## src/rtl/call_responder.sv

```systemverilog
// call_responder: attendant-station side of the seat call-light interface.
// Presents lit seats one at a time in round-robin order, drives the served
// seat's cancel line after acknowledge, and flags calls left waiting too long.
module call_responder #(
    parameter int N_SEATS    = 8,
    parameter int ID_W       = 3,
    parameter int ESC_CYCLES = 1000
) (
    input  logic               clk,
    input  logic               reset,
    input  logic [N_SEATS-1:0] light_state,
    input  logic               ack,
    output logic               seat_valid,
    output logic [ID_W-1:0]    seat_id,
    output logic [N_SEATS-1:0] cancel,
    output logic               escalate,
    output logic [ID_W:0]      pending_count
);

    localparam int TMR_W = $clog2(ESC_CYCLES + 1);
    localparam logic [TMR_W-1:0] ESC_MAX = TMR_W'(ESC_CYCLES);

    typedef enum logic [1:0] {
        IDLE,
        PRESENT,
        CLEAR
    } state_t;

    state_t             state, state_d;
    logic [N_SEATS-1:0] pend_q;
    logic [ID_W-1:0]    last_q, last_d;
    logic [TMR_W-1:0]   timer, timer_d, timer_inc;
    logic               seat_valid_d;
    logic [ID_W-1:0]    seat_id_d;
    logic [N_SEATS-1:0] cancel_d;
    logic               escalate_d;
    logic [ID_W:0]      count_d;
    logic               sel_found;
    logic [ID_W-1:0]    sel_idx;

    // Timer advances while presenting and parks at the escalation threshold.
    assign timer_inc = (timer == ESC_MAX) ? timer : timer + 1'b1;

    // Round-robin pick: first pending seat after the last one served, wrapping.
    always_comb begin
        sel_found = 1'b0;
        sel_idx   = '0;
        for (int unsigned k = 1; k <= N_SEATS; k++) begin
            if (!sel_found && pend_q[ID_W'((32'(last_q) + k) % N_SEATS)]) begin
                sel_found = 1'b1;
                sel_idx   = ID_W'((32'(last_q) + k) % N_SEATS);
            end
        end
    end

    // Number of lit seats; registered alongside pend_q so both track together.
    always_comb begin
        count_d = '0;
        for (int unsigned i = 0; i < N_SEATS; i++) begin
            count_d = count_d + {{ID_W{1'b0}}, light_state[i]};
        end
    end

    // Next-state and next-output logic; every output is registered below.
    always_comb begin
        state_d      = state;
        last_d       = last_q;
        timer_d      = timer;
        seat_valid_d = seat_valid;
        seat_id_d    = seat_id;
        cancel_d     = cancel;
        escalate_d   = escalate;
        case (state)
            IDLE: begin
                seat_valid_d = 1'b0;
                cancel_d     = '0;
                escalate_d   = 1'b0;
                if (sel_found) begin
                    seat_id_d    = sel_idx;
                    timer_d      = '0;
                    seat_valid_d = 1'b1;
                    state_d      = PRESENT;
                end
            end
            PRESENT: begin
                if (!light_state[seat_id]) begin
                    // Seat withdrew its own call; wins over a same-cycle ack.
                    seat_valid_d = 1'b0;
                    escalate_d   = 1'b0;
                    last_d       = seat_id;
                    state_d      = IDLE;
                end else if (ack) begin
                    seat_valid_d      = 1'b0;
                    escalate_d        = 1'b0;
                    cancel_d          = '0;
                    cancel_d[seat_id] = 1'b1;
                    last_d            = seat_id;
                    state_d           = CLEAR;
                end else begin
                    timer_d    = timer_inc;
                    escalate_d = (timer_inc == ESC_MAX);
                end
            end
            CLEAR: begin
                if (!light_state[seat_id]) begin
                    cancel_d = '0;
                    state_d  = IDLE;
                end
            end
            default: begin
                seat_valid_d = 1'b0;
                cancel_d     = '0;
                escalate_d   = 1'b0;
                state_d      = IDLE;
            end
        endcase
    end

    // State, sampled lights and all registered outputs.
    always_ff @(posedge clk or posedge reset) begin
        if (reset) begin
            state         <= IDLE;
            pend_q        <= '0;
            last_q        <= ID_W'(N_SEATS - 1);
            timer         <= '0;
            seat_valid    <= 1'b0;
            seat_id       <= '0;
            cancel        <= '0;
            escalate      <= 1'b0;
            pending_count <= '0;
        end else begin
            state         <= state_d;
            pend_q        <= light_state;
            last_q        <= last_d;
            timer         <= timer_d;
            seat_valid    <= seat_valid_d;
            seat_id       <= seat_id_d;
            cancel        <= cancel_d;
            escalate      <= escalate_d;
            pending_count <= count_d;
        end
    end

endmodule

```

## config.mk

```make
export PLATFORM = sky130hd
export DESIGN_NAME = call_responder
export DESIGN_NICKNAME = d
export VERILOG_FILES = /design/src/rtl/call_responder.sv
export SDC_FILE = /design/constraint.sdc
export NUM_CORES = 1
export LEC_CHECK = 0
export CAP_MARGIN = 20
export CORE_UTILIZATION = 62
export CTS_CLUSTER_DIAMETER = 200
export DETAILED_ROUTE_END_ITERATION = 8
export PLACE_DENSITY = 0.84
export SLEW_MARGIN = 20
export SYNTH_ARGS = -nofsm -noshare
export SYNTH_HDL_FRONTEND = slang
export SYNTH_SLANG_ARGS = --single-unit
export TNS_END_PERCENT = 50
```

## constraint.sdc

```tcl
create_clock -name clk -period 7.4 [get_ports clk]
set_input_delay 2.22 -clock clk [delete_from_list [all_inputs] [get_ports clk]]
set_output_delay 2.22 -clock clk [all_outputs]
set_load 0.03 [all_outputs]
```

==> results.py <==
metrics = {
    "outcome": {
        "status": "complete, but fails checks",
        "violations": "DRC",
    },
    "grt": {
        "grt_usage_pct": 26.9,
        "grt_pass1_vias": 2186,
        "grt.overflow.total": 0,
        "grt_pass1_wl_mm": 10.5,
        "antenna_found_initial": 0,
        "grt_max_degree": 41,
    },
    "synthesis": {
        "ys_warn_count": 0,
        "synth.distinct_cells": 44,
        "ys_ff_latch": 40,
        "synth.area.top_cells": "dfrtp_1 32%, mux4_2 9.3%, mux2_2 5.8%",
        "synth_seq_area_share_pct": 34.5,
        "async_flop_share_pct": 100,
        "synth.cell_area_mm2": 0.00291,
        "synthTopCellsByCount": "37 x dfrtp_1, 27 x nand2_1, 24 x nor2_1",
        "yosys.area.top_type_share_pct": 31.8,
        "yosysMostFrequentCell": "dfrtp_1",
        "synthesis.nets": 327,
        "synth-edff-count": 0,
        "synth_ff_type": "dfrtp_1",
        "synthCells": 305,
        "synth_top_area_cell": "dfrtp_1",
        "avgSynthCellArea_um2": 9.54,
    },
    "worst_hold_path": {
        "hold_class": "register to register",
        "holdPathEnd": "cancel[1]",
        "whs_path_depth": 1,
        "worstHoldStart": "cancel[1]",
    },
    "drt": {
        "postRouteAntennaNets": 0,
        "drt_first_pass_iters": 6,
        "drc": 3,
        "drt_iter0_markers": 216,
        "wire_per_inst_um": 16.1,
        "dr_total_vias": 2364,
        "routed_via_density": 6.27,
        "routed_wl_mm": 6.06,
    },
    "floorplanning": {
        "ioPinCount": 28,
        "start_util_pct": 65.5,
        "die_h_um": 70.5,
        "die_width_um": 70.5,
        "rows": 24,
        "dieArea_mm2": 0.00497,
        "core_region_area_mm2": 0.00444,
    },
    "sta": {
        "fin_skew_ns": 0.00613,
        "fin_crit_sh_pct": 65.1,
        "setup_tns_ns": 0,
        "finalHoldViolCount": 0,
        "worst_slew_pin_slew_ns": 0.819,
        "max_freq_mhz": 207,
        "post-route-min-period_ns": 4.82,
        "slew-limit-headroom_pct": 45.4,
        "finalSetupViolCount": 0,
        "rsz0062_at_grt": "no",
        "finalMaxSlewViolations": 0,
    },
    "clocking": {
        "cts_buffers": 5,
        "cts_tree": "done",
        "cts_root_buf": "clkbuf_8",
        "cts.sinks": 40,
        "clock_path_buffers": 2,
        "cts_setup_buffers": 0,
        "clk-insertion-delay-late_ns": 0.30,
        "path_clk_slew_ns": 0.08,
        "hold_buffers": 0,
        "cts_resized": 0,
        "htree_levels": 2,
    },
    "layout": {
        "seq_area_mm2": 0.00100,
        "fillers": 309,
        "final_area_mm2": 0.00327,
        "drive_above_1_share_pct": 14.2,
        "synthToLayoutAreaGrowth_pct": 12.4,
        "nNetsFinal": 346,
        "multi_input_area_mm2": 0.00175,
        "n_antenna_cell": 0,
    },
    "placed_design": {
        "portBuffers": 27,
        "gp_congestion": 0.906,
        "dp_hpwl_mm": 4.42,
        "post_dp_cell_area_mm2": 0.00318,
    },
    "setup_path": {
        "critical_path_class": "input port to register",
        "rrSetupSlack_ns": 3.56,
        "required_ns": 7.59,
        "r2r-start": "last_q[0]",
        "cp_max_fo": 3,
        "cp.arrival_ns": 5.01,
        "critPathLaunchType": "input port",
        "reg2reg_depth": 9,
        "end_kind": "register",
        "r2r_end": "timer[4]",
    },
    "power": {
        "p_int_uw": 743,
        "power.switching_uw": 655,
        "ir_worst_vdd_mv": 0.231,
        "seqPwrFrac_pct": 26.7,
        "clockPowerShare_pct": 11.3,
        "p_sw_share_pct": 46.9,
        "combinationalPowerShare_pct": 62.0,
        "powerDensity_mw_per_mm2": 427,
        "p_leak_uw": 0.00140,
        "fin_total_pwr_uw": 1400,
    },
    "job": {
        "cap_violations": 0,
    },
}
-- power groups by stage --
stage	Clock, uW	Combinational [uW]	Sequential (uW)
CTS	160	862	375
global placement	0	841	375
detailed placement	0	857	377
floorplan	0	672	373
finish	157	867	373
global route	169	946	388
-- cell type report --
class	count	share of cell area, %
Clock buffer	6	2.52
Clock inverter	2	0.421
Inverter	21	2.41
Multi-Input combinational cell	228	53.5
Sequential cell	40	30.7
Tap cell	52	1.99
Timing Repair Buffer	28	8.49
-- critical path: stages --
cell and delay (ns):
clkdlybuf4s50_1 0.48, fa_1 0.56, inv_1 0.05, fa_1 0.49
fa_1 0.41, inv_1 0.08, ha_1 0.17, inv_1 0.06
fa_1 0.37, xnor2_1 0.13
-- registers in the layout, summed over array words and instances (netlist names) --
name	count
cancel	8
escalate	1
last_q	3
pend_q	8
pending_count	4
seat_id	3
seat_valid	1
state	2
timer	10
-- cell families (layout without fill, tap and decap cells) --
family	Yosys count	after routing	synth area share, %
adder cells (fa/ha/maj)	11	11	5.76
multiplexers	38	38	18.9
AO/OA/AOI/OAI	64	64	14.7
XOR/XNOR	11	11	3.31
flip-flops	40	40	34.5
buffers and inverters	37	57	5.37
AND/OR/NAND/NOR	104	104	17.5
-- metal layers --
| metal | global-route usage [%] | vias to the layer above | share of wire, % |
|---|---|---|---|
| li1 | - | 1134 | - |
| met1 | 38.5 | 1141 | 44 |
| met2 | 41.2 | 76 | 48 |
| met3 | 5.19 | 13 | 5.7 |
| met4 | 9.75 | 0 | 1.8 |
| met5 | 0 | - | 0 |
-- per-stage QoR --
| stage | hold slack (ns) | util, % | setup slack, ns | std cells |
|---|---|---|---|---|
| floorplan | 0.494 | - | 2.88 | 305 |
| global placement | 0.492 | 71.5 | 2.35 | 369 |
| detailed placement | 0.495 | 71.5 | 2.27 | 369 |
| CTS | 0.515 | 73.6 | 2.57 | 377 |
| global route | 0.526 | 73.6 | 2.46 | 377 |
| finish | 0.509 | 73.6 | 2.58 | 377 |
-- cell usage in the layout, fill, tap and decap left out, drive strengths merged, types with 2 or more instances in the layout --
cell type      instances
dfrtp                 37
nand2                 27
clkdlybuf4s50         27
o21ai                 26
nor2                  24
inv                   22
mux2                  15
mux4                  12
mux2i                 11
nand3                 10
a21oi                 10
nor3                   9
o31ai                  8
nor2b                  7
ha                     7
xnor2                  6
clkbuf                 6
xor2                   5
nand2b                 5
or3                    4
and3                   4
and2                   4
o211ai                 4
fa                     4
nor4                   3
a22oi                  3
dfstp                  3
a221oi                 2
o221ai                 2
nand4                  2
o221a                  2
a211o                  2
a31oi                  2
or3b                   2
or2                    2
-- worst max-delay path by stage --
stage	cells after the start	slack, ns	endpoint	from
final	10	2.58	pending_count[2]	light_state[0]
after global routing	10	2.46	pending_count[2]	light_state[0]
after global placement	10	2.35	pending_count[2]	light_state[0]
after CTS	10	2.57	pending_count[2]	light_state[0]
after floorplan	9	2.88	pending_count[2]	light_state[0]
after detailed placement	10	2.27	pending_count[2]	light_state[0]
(Power assumes the default switching activity.)
